**src/rtl/tiny_cpu_multicycle.sv**
```systemverilog
// tiny_cpu_multicycle
//   Multicycle 8-bit teaching CPU (add/lw/sw/j on four registers).
//   Each instruction takes three steps (FETCH, EXEC, WB).  A clock-enable
//   divider paces the steps.  The last value written is shown on two
//   active-low 7-segment digits as a decimal number from 00 to 99.
//
// Ports
//   clk50        in   system clock
//   reset        in   asynchronous, active-high reset
//   instruction  in   ROM word at ReadAddress (combinational ROM)
//   ReadAddress  out  current PC
//   seg_ten      out  tens digit, active-low {g,f,e,d,c,b,a}
//   seg_one      out  ones digit, same encoding
//
// Instruction: [7:6] op (00 add, 01 lw, 10 sw, 11 j), [5:4] rs, [3:2] rt,
//              [1:0] rd / signed imm2; j uses signed [5:0] as its offset.
module tiny_cpu_multicycle #(
    parameter int unsigned DATA_W     = 8,
    parameter int unsigned DMEM_DEPTH = 32,
    parameter int unsigned PC_W       = 8,
    parameter int unsigned CLK_DIV    = 25000000
) (
    input  logic            clk50,
    input  logic            reset,
    input  logic [7:0]      instruction,
    output logic [PC_W-1:0] ReadAddress,
    output logic [6:0]      seg_ten,
    output logic [6:0]      seg_one
);

    localparam int unsigned AW    = (DMEM_DEPTH > 1) ? $clog2(DMEM_DEPTH) : 1;
    localparam int unsigned DIV_W = (CLK_DIV > 1) ? $clog2(CLK_DIV) : 1;

    typedef enum logic [1:0] {S_FETCH, S_EXEC, S_WB} state_t;
    typedef enum logic [1:0] {OP_ADD = 2'b00, OP_LW = 2'b01, OP_SW = 2'b10, OP_J = 2'b11} op_t;

    state_t             state_q, state_d;
    logic [DIV_W-1:0]   div_q;
    logic               tick;
    logic [PC_W-1:0]    pc_q;
    logic [7:0]         ir_q;
    logic [DATA_W-1:0]  alu_q;
    logic [PC_W-1:0]    jtgt_q;
    logic [AW-1:0]      addr_q;
    logic [DATA_W-1:0]  disp_q;
    logic [DATA_W-1:0]  rf_q   [4];
    logic [DATA_W-1:0]  dmem_q [DMEM_DEPTH];

    op_t                op;
    logic [1:0]         rs, rt, rd;
    logic [DATA_W-1:0]  imm_ext;

    // ---------------- step divider ----------------
    // With CLK_DIV=1 the divider stays at 0, so the tick is constant 1.
    assign tick = (div_q == DIV_W'(CLK_DIV - 1));

    always_ff @(posedge clk50 or posedge reset) begin
        if (reset) begin
            div_q <= '0;
        end else if (tick) begin
            div_q <= '0;
        end else begin
            div_q <= div_q + DIV_W'(1);
        end
    end

    // ---------------- FSM ----------------
    always_ff @(posedge clk50 or posedge reset) begin
        if (reset) begin
            state_q <= S_FETCH;
        end else begin
            state_q <= state_d;
        end
    end

    always_comb begin
        state_d = state_q;
        if (tick) begin
            case (state_q)
                S_FETCH: state_d = S_EXEC;
                S_EXEC:  state_d = S_WB;
                default: state_d = S_FETCH;
            endcase
        end
    end

    // ---------------- decode ----------------
    assign op      = op_t'(ir_q[7:6]);
    assign rs      = ir_q[5:4];
    assign rt      = ir_q[3:2];
    assign rd      = ir_q[1:0];
    assign imm_ext = DATA_W'($signed(ir_q[1:0]));

    // ---------------- datapath ----------------
    always_ff @(posedge clk50 or posedge reset) begin
        if (reset) begin
            pc_q   <= '0;
            ir_q   <= '0;
            alu_q  <= '0;
            jtgt_q <= '0;
            addr_q <= '0;
            disp_q <= '0;
            for (int unsigned i = 0; i < 4; i++) begin
                rf_q[i] <= DATA_W'(i);
            end
            for (int unsigned i = 0; i < DMEM_DEPTH; i++) begin
                dmem_q[i] <= DATA_W'(i);
            end
        end else if (tick) begin
            case (state_q)
                S_FETCH: begin
                    ir_q <= instruction;
                end
                S_EXEC: begin
                    case (op)
                        OP_ADD: alu_q  <= rf_q[rs] + rf_q[rt];
                        OP_LW,
                        OP_SW:  addr_q <= AW'(rf_q[rs] + imm_ext);
                        default: jtgt_q <= pc_q + PC_W'(1) + PC_W'($signed(ir_q[5:0]));
                    endcase
                end
                default: begin
                    case (op)
                        OP_ADD: begin
                            rf_q[rd] <= alu_q;
                            disp_q   <= alu_q;
                        end
                        OP_LW: begin
                            rf_q[rt] <= dmem_q[addr_q];
                            disp_q   <= dmem_q[addr_q];
                        end
                        OP_SW: begin
                            dmem_q[addr_q] <= rf_q[rt];
                            disp_q         <= rf_q[rt];
                        end
                        default: ;
                    endcase
                    pc_q <= (op == OP_J) ? jtgt_q : pc_q + PC_W'(1);
                end
            endcase
        end
    end

    assign ReadAddress = pc_q;

    // ---------------- display ----------------
    function automatic logic [6:0] seg7(input logic [3:0] d);
        case (d)
            4'd0:    seg7 = 7'b1000000;
            4'd1:    seg7 = 7'b1111001;
            4'd2:    seg7 = 7'b0100100;
            4'd3:    seg7 = 7'b0110000;
            4'd4:    seg7 = 7'b0011001;
            4'd5:    seg7 = 7'b0010010;
            4'd6:    seg7 = 7'b0000010;
            4'd7:    seg7 = 7'b1111000;
            4'd8:    seg7 = 7'b0000000;
            default: seg7 = 7'b0010000;
        endcase
    endfunction

    logic [DATA_W-1:0] disp_mod;
    logic [3:0]        tens_d, ones_d;

    always_comb begin
        disp_mod = disp_q % DATA_W'(100);
        tens_d   = 4'(disp_mod / DATA_W'(10));
        ones_d   = 4'(disp_mod % DATA_W'(10));
    end

    assign seg_ten = seg7(tens_d);
    assign seg_one = seg7(ones_d);

endmodule
```
**config.mk**
```make
export PLATFORM = sky130hd
export DESIGN_NAME = tiny_cpu_multicycle
export DESIGN_NICKNAME = d
export VERILOG_FILES = /design/src/rtl/tiny_cpu_multicycle.sv
export SDC_FILE = /design/constraint.sdc
export NUM_CORES = 1
export LEC_CHECK = 0
export ABC_AREA = 0
export CORE_MARGIN = 2
export CORE_UTILIZATION = 60
export DETAILED_ROUTE_END_ITERATION = 16
export PLACE_DENSITY_LB_ADDON = 0.15
export SLEW_MARGIN = 20
export SYNTH_ARGS = -nofsm -noshare
export SYNTH_HDL_FRONTEND = slang
export SYNTH_SLANG_ARGS = --single-unit
export TNS_END_PERCENT = 1
```
**constraint.sdc**
```tcl
create_clock -name clk50 -period 33.9 [get_ports clk50]
set_input_delay 8.475 -clock clk50 [delete_from_list [all_inputs] [get_ports clk50]]
set_output_delay 8.475 -clock clk50 [all_outputs]
set_load 0.005 [all_outputs]
```
-- Yosys cells after proc, flatten, opt, wreduce, memory -nomap -nowiden
Memory sizes are Yosys's and may differ from the RTL's.
Index checks and enable logic that the tools add are counted.
- output and inout port bits: 22
- input port bits: 10
- bits in read-only memories: 224
- memories kept: 2
- logic and storage cells: 113
- register bits after elaboration: 360
- reductions and logical operators: 18
- order comparisons: 7
- mux-type cells: 23
- equal/unequal tests: 5
- bitwise gates (word level): 6
- $add $sub $neg: 5
- div/mod/pow operators: 3
- memories (memory ; words ; width ; rd ports ; clocked after memory_dff ; wr ports ; line ; RTL):
    (no name shown) ; 16 ; 7 ; 1 ; 0 ; 0 ; 148 ; case (d)
    (no name shown) ; 16 ; 7 ; 1 ; 0 ; 0 ; 148 ;
- operators with widths (cell ; count):
    256-bit bitwise mux ; 1
    8-bit two-way mux ; 10
    32-bit bitwise mux ; 2
    32-bit case mux with 2 select lines ; 1
    8-bit binary-select mux with 5-bit select ; 1
    8-bit demux with 5-bit select ; 1
    8-bit binary-select mux with 2-bit select ; 2
    8-bit demux with 2-bit select ; 2
    25-bit by 1-bit adder with 25-bit output, second input constant ; 1
    25-bit equality test, second input constant ; 1
    25-bit two-way mux ; 1
    8-bit case mux with 3 select lines ; 1
    3-bit AND reduction ; 6
    8-bit adder ; 2
    3-bit greater-or-equal comparator, second input constant ; 3
    2-bit NOT with 3-bit output ; 3
    8-bit by 1-bit adder with 8-bit output, second input constant ; 1
    8-bit by 4-bit divider with 8-bit output, second input constant ; 1
    8-bit by 4-bit modulo with 8-bit output, second input constant ; 1
    8-bit by 7-bit modulo with 8-bit output, second input constant ; 1
    6-bit greater-or-equal comparator, second input constant ; 1
    3-bit by 1-bit less-than comparator with 1-bit output, second input constant ; 2
    6-bit by 1-bit less-than comparator with 1-bit output, second input constant ; 1
    5-bit NOT with 6-bit output ; 1
    other kinds (12) ; 20

-- Longest topological paths before layout
- depth after elaboration: 7
- mapped depth: 19
- mapped depth without buffers: 16

-- Worst setup path before layout
No wires, ideal clock.
- kind: register to output
- start: register disp_q[4]
- end: output seg_one[4]
- cell stages (with the launch flop): 19
- buffers on the path: 2
- data arrival time: 3542 ps
- path slack: 21883 ps
- data required time: 25425 ps
- cell sequence: dfrtp_1 -> buf_2 -> inv_1 -> ha_1 -> or3_1 -> clkbuf_1 -> o221a_2 -> nor3_1 -> o21ai_0 -> a31o_2 -> and2_1 -> o21ai_2 -> xnor2_1 -> ha_1 -> inv_1 -> a31oi_1 -> a222oi_1 -> mux2i_1 -> o21ai_0
- cells in the longest elaborated chain, start to end: 3
- ends and longest elaborated chain (what ; line ; RTL):
    from (decl) ; 45 ; logic [DATA_W-1:0] disp_q;
    from (signal assigned) ; 126 ; disp_q <= alu_q;
    from (signal assigned) ; 130 ; disp_q <= dmem_q[addr_q];
    from (signal assigned) ; 134 ; disp_q <= rf_q[rt];
    8-bit by 7-bit modulo with 8-bit output ; 166 ; disp_mod = disp_q % DATA_W'(100);
    8-bit by 4-bit modulo with 8-bit output ; 168 ; ones_d = 4'(disp_mod % DATA_W'(10));
    memory read 16 x 7 bit ; - ;
    to (decl) ; 28 ; output logic [6:0] seg_one
No other way between the ends.

-- Worst setup path after layout
Ends and elaborated chain as after synthesis.

==> reports/metrics.cfg <==
[pwr]
ir_drop_v=0.0000391
pwr_density_cell_nw_per_um2=42.0
leakage_nw=9.16

[clocking]
cts_buffers=39
cts_tree=yes
clk_latency_ps=540
cts_max_path_buffers=3
cts_resized=0
cts.sinks=360
cts_hold_buf=0
clock-root-buffer=clkbuf_16
clkSlewWorstSetupHoldPaths_ps=60
h-tree-depth=2
post_cts_buffers=0

[worst_setup_path]
r2r_setup_slack_ps=29930
worst-endpoint-arrival_ps=5160
crit_type=register to primary output
cp-end-kind=primary output
worstSetupStartpointType=register
crit_family=compound AO/OA/AOI/OAI gates
critPathMaxFanout=17
cp_slowest_cell=dfrtp_1
crit_buf_inv=3
crit_path_cell_trace=inv_1 -> ha_1 -> or3_1 -> o221ai_4 -> nor2_1 -> a311oi_2 -> nand3_1 -> a21oi_1 -> o21ai_2 -> xnor2_1 -> ha_1 -> inv_1 -> a31oi_1 -> a222oi_1 -> mux2i_1 -> o21ai_0 -> clkdlybuf4s50_1
cpPeakStageDelay_ps=570
cp_data_required_time_ps=25420

[sta]
hold_viol_final=0
tightestPinTransition_ps=1060
worst_hold_slack_ps=484
fin_crit_sh_pct=40.2
slew_viol_final=0
layout_min_cycle_time_ps=13630
clock_skew_ps=31.6
fmax_mhz=73.3
rsz0062_at_grt=false
fin_setup_tns_ps=0
slew_headroom_pct=29.1
finalSetupViolations=0

[cells_and_area]
drive_above_1_share_pct=36.6
final_common_cell=dfrtp_1
nets=1565
fin_area_um2=21000
antenna_cells=0
finish.utilization_pct=66.9
layout.cells.non_filler=1950
final_cell_mix=274 x dfrtp_1, 253 x mux2_2, 115 x nand2_1
area_growth_pct=10.1

[drt]
via_per_inst=6.32
ant_nets=0
drc=0
routed_wl_um=42000
drtIter0Drc=889
routedWlPerCell_um=21.5
drt_pass1_iterations=5
vias=12300

[logic_synthesis]
synth.avg_cell_area_um2=12.6
yosysSeqAreaShare_pct=47.7
synth_area_um2=19100
synthArstFlopShare_pct=100
synth-seq-cells=360
synthesis.nets=1570
synth-edff-count=0
synthCells=1523
synthFlopType=dfrtp_1
ys_types=82
yosys_warnings=0

[floorplan]
ios=32
coreArea_um2=31500
start_util_pct=60.8
fp.dieW_um=183
rows=65
die_height_um=183
dieArea_um2=33300

[global_route]
grt_pass1_vias=12700
grt_pass1_wl_um=69300
grt_max_degree=139
grt_overflow=0
antenna_found_initial=0
grt.total_usage_pct=26.3

[placed_design]
dp_hpwl_um=27500
placed_area_um2=19700
dp_cells=1879
gp_congestion=0.857
io_buffer_count=31

[flow_run]
maxCapViolations=0

[outcome]
status=completed

[hold_path]
hp-class=register to register

-- sequential cells by signal, indices dropped and copies added, names as in the netlist --
register     cells
ReadAddress      8
disp_q           8
alu_q            8
addr_q           5
state_q          2
jtgt_q           8
dmem_q         256
rf_q            32
div_q           25
ir_q             8
-- cell usage after synthesis (all sizes together), types with 4 or more instances --
| cell | instances | area, um^2 |
|---|---|---|
| xnor2 | 23 | 201 |
| mux2i | 13 | 130 |
| and2 | 10 | 62.6 |
| xor2 | 26 | 228 |
| buf | 22 | 116 |
| clkbuf | 67 | 251 |
| o221ai | 6 | 70.1 |
| mux2 | 262 | 2950 |
| a21oi | 51 | 267 |
| nor4b | 5 | 58.8 |
| a21o | 9 | 67.6 |
| nand2 | 118 | 455 |
| dfrtp | 276 | 6910 |
| ha | 34 | 425 |
| o21ai | 103 | 527 |
| nand4 | 10 | 68.8 |
| o211ai | 5 | 37.5 |
| a211oi | 4 | 30.0 |
| nand3 | 30 | 168 |
| or2 | 4 | 25.0 |
| a22oi | 19 | 143 |
| inv | 33 | 124 |
| dfstp | 84 | 2210 |
| nor3 | 15 | 86.3 |
| and3 | 15 | 93.8 |
| mux4 | 96 | 2160 |
| a31oi | 13 | 81.3 |
| o21bai | 5 | 37.5 |
| nor2b | 32 | 200 |
| nor2 | 83 | 457 |
| and4 | 4 | 35.0 |
| nand2b | 4 | 25.0 |
-- final cells by class --
cell class                 count  area [um^2]
clock buffer                  62         1220
clock inverter                 9          149
fill                        2327        10400
inverter                      33          131
multi-input combinational   1041         9520
sequential                   360         9120
tap                          402          503
timing repair buffer          43          404
-- stage by stage --
stage / setup WS (ps) / power (mW)
after global routing: 19770 / 0.912
after global placement: 20910 / 0.448
after floorplan: 15570 / 0.444
after CTS: 20320 / 0.892
final: 20270 / 0.884
after detailed placement: 20880 / 0.448
-- power by group --
group          switching [mW]  internal [mW]  leakage, nW
clock                   0.173          0.271        0.677
combinational         0.00825        0.00121         3.79
sequential                  0          0.430         4.69
total                   0.181          0.703         9.16
-- worst paths after layout --
check	depth (start not counted)	to	start
min in group asynchronous	2	dmem_q[89]$_DFFE_PP0P_	reset
min reg2reg	2	jtgt_q[7]$_DFFE_PP0P_	jtgt_q[7]$_DFFE_PP0P_
max reg2reg	9	disp_q[0]$_DFFE_PP0P_	addr_q[0]$_DFFE_PP0P_
max	17	seg_one[4]	disp_q[4]$_DFFE_PP0P_
max in group asynchronous	4	rf_q[29]$_DFFE_PP0P_	reset
min	2	jtgt_q[7]$_DFFE_PP0P_	jtgt_q[7]$_DFFE_PP0P_
-- worst min-delay path, cell delays in order (launching register included) --
cell and delay, ps:
dfrtp_1 340, nand2_1 50, o21ai_0 60
-- cells by family after synthesis --
logic type,after synthesis,share of synthesized area [%]
compound gates,243,7.94
flops,360,47.7
simple gates,341,9.64
buf+inv,122,2.57
xor+xnor,49,2.24
fa+ha+maj,37,2.54
mux,371,27.4
-- routing by layer --
layer / vias to the layer above / GRT usage (%) / wire length [um]
met3: 62 / 3.31 / 2020
met4: 0 / 6.16 / 852
li1: 5568 / - / -
met2: 320 / 42.3 / 19700
met1: 6377 / 38.6 / 19400
met5: - / 0 / 0
Note: power is estimated with default switching activity, not from simulation.
